<file path="src/rtl/hazard_ctrl_pkg.sv">
// Shared constants and types for the hazard / interlock / forwarding controller.
package hazard_ctrl_pkg;

  // Operand source selects driven onto ForwardAE / ForwardBE.
  localparam logic [1:0] FWD_NONE = 2'b00;  // register file value
  localparam logic [1:0] FWD_W    = 2'b01;  // Writeback result
  localparam logic [1:0] FWD_M    = 2'b10;  // Memory-stage ALU result

  // Multiplier interlock FSM states.
  typedef enum logic [0:0] {
    HZ_IDLE     = 1'b0,
    HZ_MUL_BUSY = 1'b1
  } hz_state_e;

  // Memory-stage producer is younger than Writeback, so it wins when both match.
  function automatic logic [1:0] fwd_priority(input logic hit_m, input logic hit_w);
    if (hit_m)      fwd_priority = FWD_M;
    else if (hit_w) fwd_priority = FWD_W;
    else            fwd_priority = FWD_NONE;
  endfunction

endpackage

</file>
<file path="src/rtl/hazard_ctrl_forward_sel.sv">
// Per-operand forwarding select: compares one Execute source register against
// the Memory and Writeback destinations and picks the youngest valid producer.
// Register x0 is hardwired to zero and is never forwarded.
module forward_sel
  import hazard_ctrl_pkg::*;
#(
  parameter int REG_ADDR_W = 5
) (
  input  logic [REG_ADDR_W-1:0] rs_e,
  input  logic [REG_ADDR_W-1:0] rd_m,
  input  logic                  reg_write_m,
  input  logic [REG_ADDR_W-1:0] rd_w,
  input  logic                  reg_write_w,
  output logic [1:0]            fwd
);

  logic hit_m;
  logic hit_w;

  // Match detection against each in-flight producer, then priority pick.
  always_comb begin
    hit_m = reg_write_m && (rd_m != '0) && (rd_m == rs_e);
    hit_w = reg_write_w && (rd_w != '0) && (rd_w == rs_e);
    fwd   = fwd_priority(hit_m, hit_w);
  end

endmodule

</file>
<file path="src/rtl/hazard_ctrl.sv">
// Hazard, interlock and forwarding controller for the 5-stage core.
// Generates stall/flush controls for F..M, operand forwarding selects for
// Execute, a multi-cycle multiply interlock and a saturating stall counter.
//
// Handshake note: this block has no valid/ready channels; every input is a
// level describing the current cycle's pipeline contents and every output is
// a level the pipeline registers obey in that same cycle.
module hazard_ctrl
  import hazard_ctrl_pkg::*;
#(
  parameter int REG_ADDR_W  = 5,
  parameter int MUL_LATENCY = 3,
  parameter int CNT_W       = 32
) (
  input  logic                  clk,
  input  logic                  rst,
  input  logic [REG_ADDR_W-1:0] Rs1D,
  input  logic [REG_ADDR_W-1:0] Rs2D,
  input  logic [REG_ADDR_W-1:0] Rs1E,
  input  logic [REG_ADDR_W-1:0] Rs2E,
  input  logic [REG_ADDR_W-1:0] RdE,
  input  logic                  ResultSrcE0,
  input  logic                  MulE,
  input  logic [REG_ADDR_W-1:0] RdM,
  input  logic                  RegWriteM,
  input  logic [REG_ADDR_W-1:0] RdW,
  input  logic                  RegWriteW,
  input  logic                  PCSrcE,
  input  logic                  iCacheStall,
  input  logic                  dCacheStall,
  output logic                  StallF,
  output logic                  StallD,
  output logic                  StallE,
  output logic                  StallM,
  output logic                  FlushD,
  output logic                  FlushE,
  output logic [1:0]            ForwardAE,
  output logic [1:0]            ForwardBE,
  output logic [CNT_W-1:0]      StallCycles,
  output hz_state_e             dbg_state
);

  // The counter only ever needs to hold MUL_LATENCY-1.
  localparam int MC_W = (MUL_LATENCY > 2) ? $clog2(MUL_LATENCY) : 1;
  localparam logic [MC_W-1:0] MUL_LOAD = MC_W'(MUL_LATENCY - 1);
  localparam logic [MC_W-1:0] MC_ONE   = MC_W'(1);
  localparam bit MUL_INTERLOCK = (MUL_LATENCY > 1);

  hz_state_e        state_q, state_d;
  logic [MC_W-1:0]  cnt_q, cnt_d;
  logic [CNT_W-1:0] stall_cycles_q, stall_cycles_d;

  logic       mul_stall;
  logic       lw_stall;
  logic       stall_e_raw;
  logic       stall_d_raw;
  logic       stall_f_raw;
  logic       flush_d_raw;
  logic       flush_e_raw;
  logic [1:0] fwd_a_raw;
  logic [1:0] fwd_b_raw;

  forward_sel #(.REG_ADDR_W(REG_ADDR_W)) u_fwd_a (
    .rs_e        (Rs1E),
    .rd_m        (RdM),
    .reg_write_m (RegWriteM),
    .rd_w        (RdW),
    .reg_write_w (RegWriteW),
    .fwd         (fwd_a_raw)
  );

  forward_sel #(.REG_ADDR_W(REG_ADDR_W)) u_fwd_b (
    .rs_e        (Rs2E),
    .rd_m        (RdM),
    .reg_write_m (RegWriteM),
    .rd_w        (RdW),
    .reg_write_w (RegWriteW),
    .fwd         (fwd_b_raw)
  );

  // Multiply interlock next-state: hold Execute for MUL_LATENCY cycles, and
  // freeze the countdown whenever the D-cache is holding the whole back end.
  always_comb begin
    state_d   = state_q;
    cnt_d     = cnt_q;
    mul_stall = 1'b0;
    case (state_q)
      HZ_IDLE: begin
        if (MulE && MUL_INTERLOCK && !dCacheStall) begin
          mul_stall = 1'b1;
          cnt_d     = MUL_LOAD;
          state_d   = HZ_MUL_BUSY;
        end
      end
      HZ_MUL_BUSY: begin
        mul_stall = (cnt_q > MC_ONE);
        if (!dCacheStall) begin
          if (cnt_q == MC_ONE) begin
            // Release cycle: the multiply result leaves Execute this cycle.
            cnt_d   = '0;
            state_d = HZ_IDLE;
          end else begin
            cnt_d = cnt_q - MC_ONE;
          end
        end
      end
      default: begin
        cnt_d   = '0;
        state_d = HZ_IDLE;
      end
    endcase
  end

  // Stall and flush equations; a D-cache stall suppresses every flush so no
  // instruction is lost while the back end is frozen.
  always_comb begin
    lw_stall    = ResultSrcE0 && (RdE != '0) && ((RdE == Rs1D) || (RdE == Rs2D));
    stall_e_raw = dCacheStall || mul_stall;
    stall_d_raw = stall_e_raw || lw_stall;
    stall_f_raw = stall_d_raw || iCacheStall;
    flush_e_raw = !dCacheStall && !mul_stall && (lw_stall || PCSrcE);
    flush_d_raw = !dCacheStall && (PCSrcE || (iCacheStall && !stall_d_raw));
  end

  // While reset is low the pipeline is held in a bubbled, non-stalled state.
  always_comb begin
    if (!rst) begin
      StallF    = 1'b0;
      StallD    = 1'b0;
      StallE    = 1'b0;
      StallM    = 1'b0;
      FlushD    = 1'b1;
      FlushE    = 1'b1;
      ForwardAE = FWD_NONE;
      ForwardBE = FWD_NONE;
    end else begin
      StallF    = stall_f_raw;
      StallD    = stall_d_raw;
      StallE    = stall_e_raw;
      StallM    = dCacheStall;
      FlushD    = flush_d_raw;
      FlushE    = flush_e_raw;
      ForwardAE = fwd_a_raw;
      ForwardBE = fwd_b_raw;
    end
  end

  // Stall-cycle counter next value: count fetch-stall cycles, stick at all-ones.
  always_comb begin
    stall_cycles_d = stall_cycles_q;
    if (stall_f_raw && (stall_cycles_q != '1)) begin
      stall_cycles_d = stall_cycles_q + CNT_W'(1);
    end
  end

  // State registers; reset aborts any multiply in flight immediately.
  always_ff @(posedge clk or negedge rst) begin
    if (!rst) begin
      state_q        <= HZ_IDLE;
      cnt_q          <= '0;
      stall_cycles_q <= '0;
    end else begin
      state_q        <= state_d;
      cnt_q          <= cnt_d;
      stall_cycles_q <= stall_cycles_d;
    end
  end

  assign StallCycles = stall_cycles_q;
  assign dbg_state   = state_q;

endmodule
</file>
<file path="config.mk">
export PLATFORM = sky130hd
export DESIGN_NAME = hazard_ctrl
export DESIGN_NICKNAME = d
export VERILOG_FILES = /design/src/rtl/hazard_ctrl_pkg.sv /design/src/rtl/hazard_ctrl_forward_sel.sv /design/src/rtl/hazard_ctrl.sv
export SDC_FILE = /design/constraint.sdc
export NUM_CORES = 1
export LEC_CHECK = 0
export ABC_AREA = 0
export CORE_MARGIN = 10
export CORE_UTILIZATION = 49
export CTS_BUF_LIST = sky130_fd_sc_hd__clkbuf_4 sky130_fd_sc_hd__clkbuf_8 sky130_fd_sc_hd__clkbuf_16
export DETAILED_ROUTE_END_ITERATION = 16
export PLACE_DENSITY = 0.87
export SYNTH_ARGS = -nofsm -noshare
export SYNTH_HDL_FRONTEND = slang
export SYNTH_HIERARCHICAL = 1
export SYNTH_SLANG_ARGS = --single-unit
</file>
<file path="constraint.sdc">
create_clock -name clk -period 3.39 [get_ports clk]
set_input_delay 0.678 -clock clk [delete_from_list [all_inputs] [get_ports clk]]
set_output_delay 0.678 -clock clk [all_outputs]
set_load 0.005 [all_outputs]
</file>
# After elaboration in Yosys (flattened, before gate mapping)
# Cells that the tools add are included.
# op_classes
reduce_logical,27
n_eq_ne,10
mux,21
addsub,2
order_cmp,1
n_bitwise,1
# ops
operator,count
32-bit by 1-bit adder with 32-bit output (second input constant),1
32-bit inequality test (second input constant),1
5-bit == test,6
5-bit nonzero test,3
1-bit logical AND,14
2-bit 2-to-1 mux,7
1-bit 2-to-1 mux,11
1-bit logical OR,6
2-bit inequality test (second input constant),2
1-bit case mux with 2 select lines,2
2-bit case mux with 2 select lines,1
1-bit logical NOT,3
2-bit by 1-bit == test with 1-bit output (second input constant),1
2-bit by 1-bit > comparator with 1-bit output (second input constant),1
2-bit AND reduction,1
2-bit by 1-bit subtractor with 2-bit output (second input constant),1
1-bit inverter,1
# word_totals
in_bits,44
regBits,35
elab_cells,65

# Logic depth before layout (Yosys ltp)
# logic_depth
depth_word,11
ltp_mapped,9

# Hierarchy
# Netlist, hierarchy kept.
# by_module_without_submodules
module,n_inst,seq_area_each_um2,area_each_um2,cells_per_inst
hazard_ctrl,1,875.8,2082.0,196
forward_sel,2,0.0,158.9,21

# Least setup slack after synthesis
# Ideal clock, no wire load.
# synth_path
kind,input port to output port
from,input RdE[1]
to,output StallF
t_arrival_ns,1.755
path_stages,5
slack_ns,0.957
cell_sequence,or4_4 > o21ai_4 > o21ai_4 > buf_6 > and2_1
# synth_via
elab_chain_cells,6
# synth_rtl
item,line_no,text
from (decl),hazard_ctrl.sv:21,"input logic [REG_ADDR_W-1:0] RdE,"
5-bit == test / 5-bit nonzero test (equally long branches),hazard_ctrl.sv:117,lw_stall = ResultSrcE0 && (RdE != '0) && ((RdE == Rs1D) || (RdE == Rs2D));
1-bit logical OR / 1-bit logical AND (equally long branches),hazard_ctrl.sv:117,
1-bit logical AND (*),hazard_ctrl.sv:117,
1-bit logical OR (*),hazard_ctrl.sv:119,stall_d_raw = stall_e_raw || lw_stall;
1-bit logical OR (*),hazard_ctrl.sv:120,stall_f_raw = stall_d_raw || iCacheStall;
1-bit 2-to-1 mux (*),hazard_ctrl.sv:127,if (!rst) begin
to (decl),hazard_ctrl.sv:31,"output logic StallF,"
# Mark *: on every way between the ends. The rest lies on a longest branch, timed or not.

# Worst setup path after layout
# layout_path
from,input RdM[1]
to,output ForwardAE[0]
# layout_via
elab_chain_cells,5
# layout_rtl
item,line_no,text
from (decl),hazard_ctrl.sv:24,"input logic [REG_ADDR_W-1:0] RdM,"
5-bit nonzero test,hazard_ctrl_forward_sel.sv:22,hit_m = reg_write_m && (rd_m != '0) && (rd_m == rs_e);
1-bit logical AND,hazard_ctrl_forward_sel.sv:22,
1-bit logical AND (*),hazard_ctrl_forward_sel.sv:22,
2-bit 2-to-1 mux (*),hazard_ctrl_pkg.sv:17,if (hit_m) fwd_priority = FWD_M;
net fwd_a_raw[0],hazard_ctrl.sv:60,logic [1:0] fwd_a_raw;
2-bit 2-to-1 mux (*),hazard_ctrl.sv:127,
to (decl),hazard_ctrl.sv:37,"output logic [1:0] ForwardAE,"
# Mark *: on every way through the listed nets, which the timed path passes. The rest lies on a longest branch.

==> results by stage <==
Clock network:
- The number of CTS-inserted buffers is 5.
- The clock insertion delay at the later pin of the skew report is roughly 280 ps.
- Clock-pin slew was measured on the worst setup and hold paths at 70 ps.
- TritonCTS built the clock tree.
- The maximum level of the CTS H-tree is 2.
- The cell at the root of the clock tree is clkbuf_8.
- In this run the deepest clock path goes through 2 buffers.
- CTS saw 35 sinks.

Routing:
- The first TritonRoute pass finished after 4 iterations.
- For this run, design rule violations remaining after detail routing come to 0.
- The via count is roughly 2100.
- The sum of routed wire length over all layers is between 6000 and 7000 um.
- Dividing the detail-routed wire length by the instance count gives roughly 16 um.
- The number of violations reported at the end of detailed-routing iteration 0 is about 110.
- The post-detailed-route count of antenna-violating nets is 0.
- In the routed layout, each cell is associated on average with a via count of 5.27.

Hold path:
- The worst min-delay path class is primary input to async pin.

GRT:
- The first global-routing pass estimated 10500 um of wire.
- For this run the aggregate overflow at the end of global routing stands at 0.
- The initial antenna violation count was 0.
- The via count of the first global-routing pass is 2154.
- The pin count of the biggest net entering global routing is 32.
- For this run, the total global-route usage over all layers was measured as 0.151.

Pwr:
- Cell internal power was estimated by the tool at just under 0.001 W.
- Summed over all nets, the switching power comes to approximately 0.00043 W.
- The reported leakage power is 1.39 nW.
- Of the total power, the clock network draws 0.275.
- The share of total power consumed by net switching is 0.303.
- The share of total power dissipated in sequential elements is 0.395.
- The share of total power dissipated in combinational logic is 0.330.
- The worst supply voltage drop on vdd is slightly above 0.4 mV.
- In this run the power density over the cells is 407 nW/um^2.

STA:
- Static timing analysis puts the maximum clock frequency at a little over 0.3 GHz.
- The max-slew violation total from the final report came to 0.
- The actual slew at the worst max-slew pin is 518 ps.
- The number of hold violations in the final report came to 0.
- The post-layout minimum cycle time is between 3000 and 4000 ps.
- The headroom to the max-slew limit is 0.653.
- In the finished design, the share of the clock period the worst path needs comes to 0.963.
- Adding up every negative setup slack in the final design gives 0 ps.
- Setup repair after global routing left no endpoint under its margin.
- Clock skew on the completed layout was measured at approximately 4.4 ps.
- Setup violations remaining at the end of the flow were counted as 0.
- On the final layout, the worst hold slack is 337 ps.

Place:
- After legalization and detailed placement, the total HPWL measured 5020 um.
- The final RePlAce weighted congestion is roughly 0.83.
- During placement, the flow inserted port buffers numbering 86.

Finish:
- Leaving out fill and tap cells, the most frequent cell in the layout is clkdlybuf4s50_1.
- The number of nets at the end of the flow is 378.
- The number of filler instances in the final layout is 380.
- Compared with the post-synthesis result, the final layout area differs by 44.3%.
- 0 antenna diodes ended up in the layout.
- Measured on the finished design, the core utilization comes to 0.733.
- In the final layout, the share of cells above drive strength 1 is 0.141.
- In the layout the commonest cells are 82 x clkdlybuf4s50_1, 40 x xnor2_1, 35 x dfrtp_1.

Synth:
- The cell count after synthesis is around 240.
- For this run, the number of Yosys warnings is 6.
- After synthesis the netlist holds a flip-flop and latch count of 35.
- Counting every net in the synthesized netlist gives about 280.
- For this run, the register share of the synthesized area comes to 0.365.
- The mapped netlist covers approximately 2400 sq um.
- Synthesis instantiated 42 different standard cells from the library.
- The average instance in the mapped netlist occupies 10.1 sq um.

Critical path:
- In this run the critical register-to-register path is launched from cnt_q[0].
- The critical-path cell with the highest stage delay is clkdlybuf4s50_1.
- In this design, the critical path's most frequently occurring cell is clkdlybuf4s50_1.
- At the worst endpoint, the required time is between 2000 and 3000 ps.
- Traced cell by cell, the critical path runs through clkdlybuf4s50_1 > o41ai_2 > a211oi_2 > nor3_2 > and2_1 > clkdlybuf4s50_1.
- The worst reg-to-reg path cell count is 8.
- The worst setup path is launched from a primary input.
- The nature of the critical path endpoint is an output pin.
- Setup slack on the worst reg-to-reg path comes out at about 1300 ps.
- The worst setup path category is primary input to output pin.
- The largest stage delay on the critical path is roughly 530 ps.
- The arrival time at the worst endpoint is about 2600 ps.
- Of all nets on the critical path, the largest fanout is 4.
- The reg-to-reg endpoint is StallCycles[28].

Die:
- The die extent in y is approximately 90 um.
- The starting utilization of the core area is 0.508.
- Row generation in the floorplan step produced 25 rows.
- From left edge to right edge, the die measures ~90 um.
- The floorplan die area is 8100 sq um.
- The core area is ~4700 sq um.
- The total I/O pin count is between 80 and 90.

Run:
- Max-cap violations in this run came to 0.

Status:
- The run finished with clean final reports.
[cell type report]
class                           instances  area [sq um]  share of cell area
Tap cell                               67          83.8              0.0242
Sequential cell                        35           876               0.253
Clock inverter                          2          35.0              0.0101
Clock buffer                            6          82.6              0.0238
Multi-Input combinational cell        193          1460               0.420
Inverter                                4          15.0             0.00434
Timing Repair Buffer                   93           916               0.264
[repair_timing]
action / 4_1_cts / 5_1_grt
buffers inserted: 0 / 1
hold buffers: 0 / 0
resized for setup: 0 / 5
endpoints found under the setup margin: 0 / 3
[registers in the layout (all words and copies together) (netlist names)]
register / flops
dbg_state: 1
cnt_q: 2
StallCycles: 32
[power groups by stage]
stage | sequential (W) | clock [W] | combinational (W)
floorplan | 0.000552 | 0 | 0.000232
global route | 0.000567 | 0.000417 | 0.000510
detailed placement | 0.000560 | 0 | 0.000466
global placement | 0.000558 | 0 | 0.000453
CTS | 0.000553 | 0.000396 | 0.000470
finish | 0.000556 | 0.000388 | 0.000465
[layer usage]
metal | up-vias | track usage | routed length, um
li1 | 1037 | - | -
met2 | 54 | 0.263 | 3240
met1 | 1016 | 0.170 | 2630
met5 | - | 0 | 0
met3 | 2 | 0.0607 | 428
met4 | 0 | 0.0279 | 30
[cell usage after synthesis (all sizes together)]
cell    instances  area share
a21oi           6       0.013
buf             6       0.023
nor4            2      0.0052
xor2           16       0.058
nand4b          1      0.0063
and3           12       0.031
inv             4      0.0063
and4            4       0.016
dfrtp          35        0.36
mux2            2      0.0094
and2            9       0.023
o21ai           3       0.016
nand3          24       0.074
xnor2          40        0.15
nand2b          1      0.0026
ha              2       0.010
nor3           12       0.042
nor2b           1      0.0026
or2             1      0.0026
o41ai           2       0.014
nand4          17       0.047
nand2          15       0.023
or3             1      0.0026
or4             1      0.0047
a211oi          2       0.010
o31ai           1      0.0031
a22oi           1      0.0052
nand3b          1      0.0031
a21boi          2      0.0078
o22a            1      0.0037
a31oi           1      0.0026
nor2           12       0.020
[metrics by stage]
| step | power, W | setup slack, ps | instance area, sq um | cells |
|---|---|---|---|---|
| after floorplan | 0.000784 | 957 | 2400 | 238 |
| after global placement | 0.00101 | 39.6 | 3330 | 391 |
| after detailed placement | 0.00103 | 15.4 | 3330 | 391 |
| after CTS | 0.00142 | 1.50 | 3450 | 399 |
| after global routing | 0.00149 | 2.21 | 3460 | 400 |
| final | 0.00141 | 127 | 3460 | 400 |
[cell families after synthesis]
kind of cell | after synthesis | synth area share
simple gates | 114 | 0.307
xor+xnor | 56 | 0.204
flops | 35 | 0.365
compound gates | 19 | 0.0746
buf+inv | 10 | 0.0297
mux | 2 | 0.00938
fa+ha+maj | 2 | 0.0104
[critical path, delay by kind of cell]
kind | cells | cell delay [ps]
simple gates | 2 | 320
buf+inv | 2 | 1050
compound gates | 2 | 530
[how the worst max path moves through the flow]
stage                     depth (start not counted)  startpoint           end
final                                             6      RdM[1]  ForwardAE[0]
after global routing                              6      RdM[1]  ForwardAE[0]
after CTS                                         8      RdE[2]        StallD
after detailed placement                          8      RdE[2]        StallD
after global placement                            7      RdE[1]        FlushD
after floorplan                                   5      RdE[1]        StallF
No activity file was read; power rests on OpenSTA's default activity.
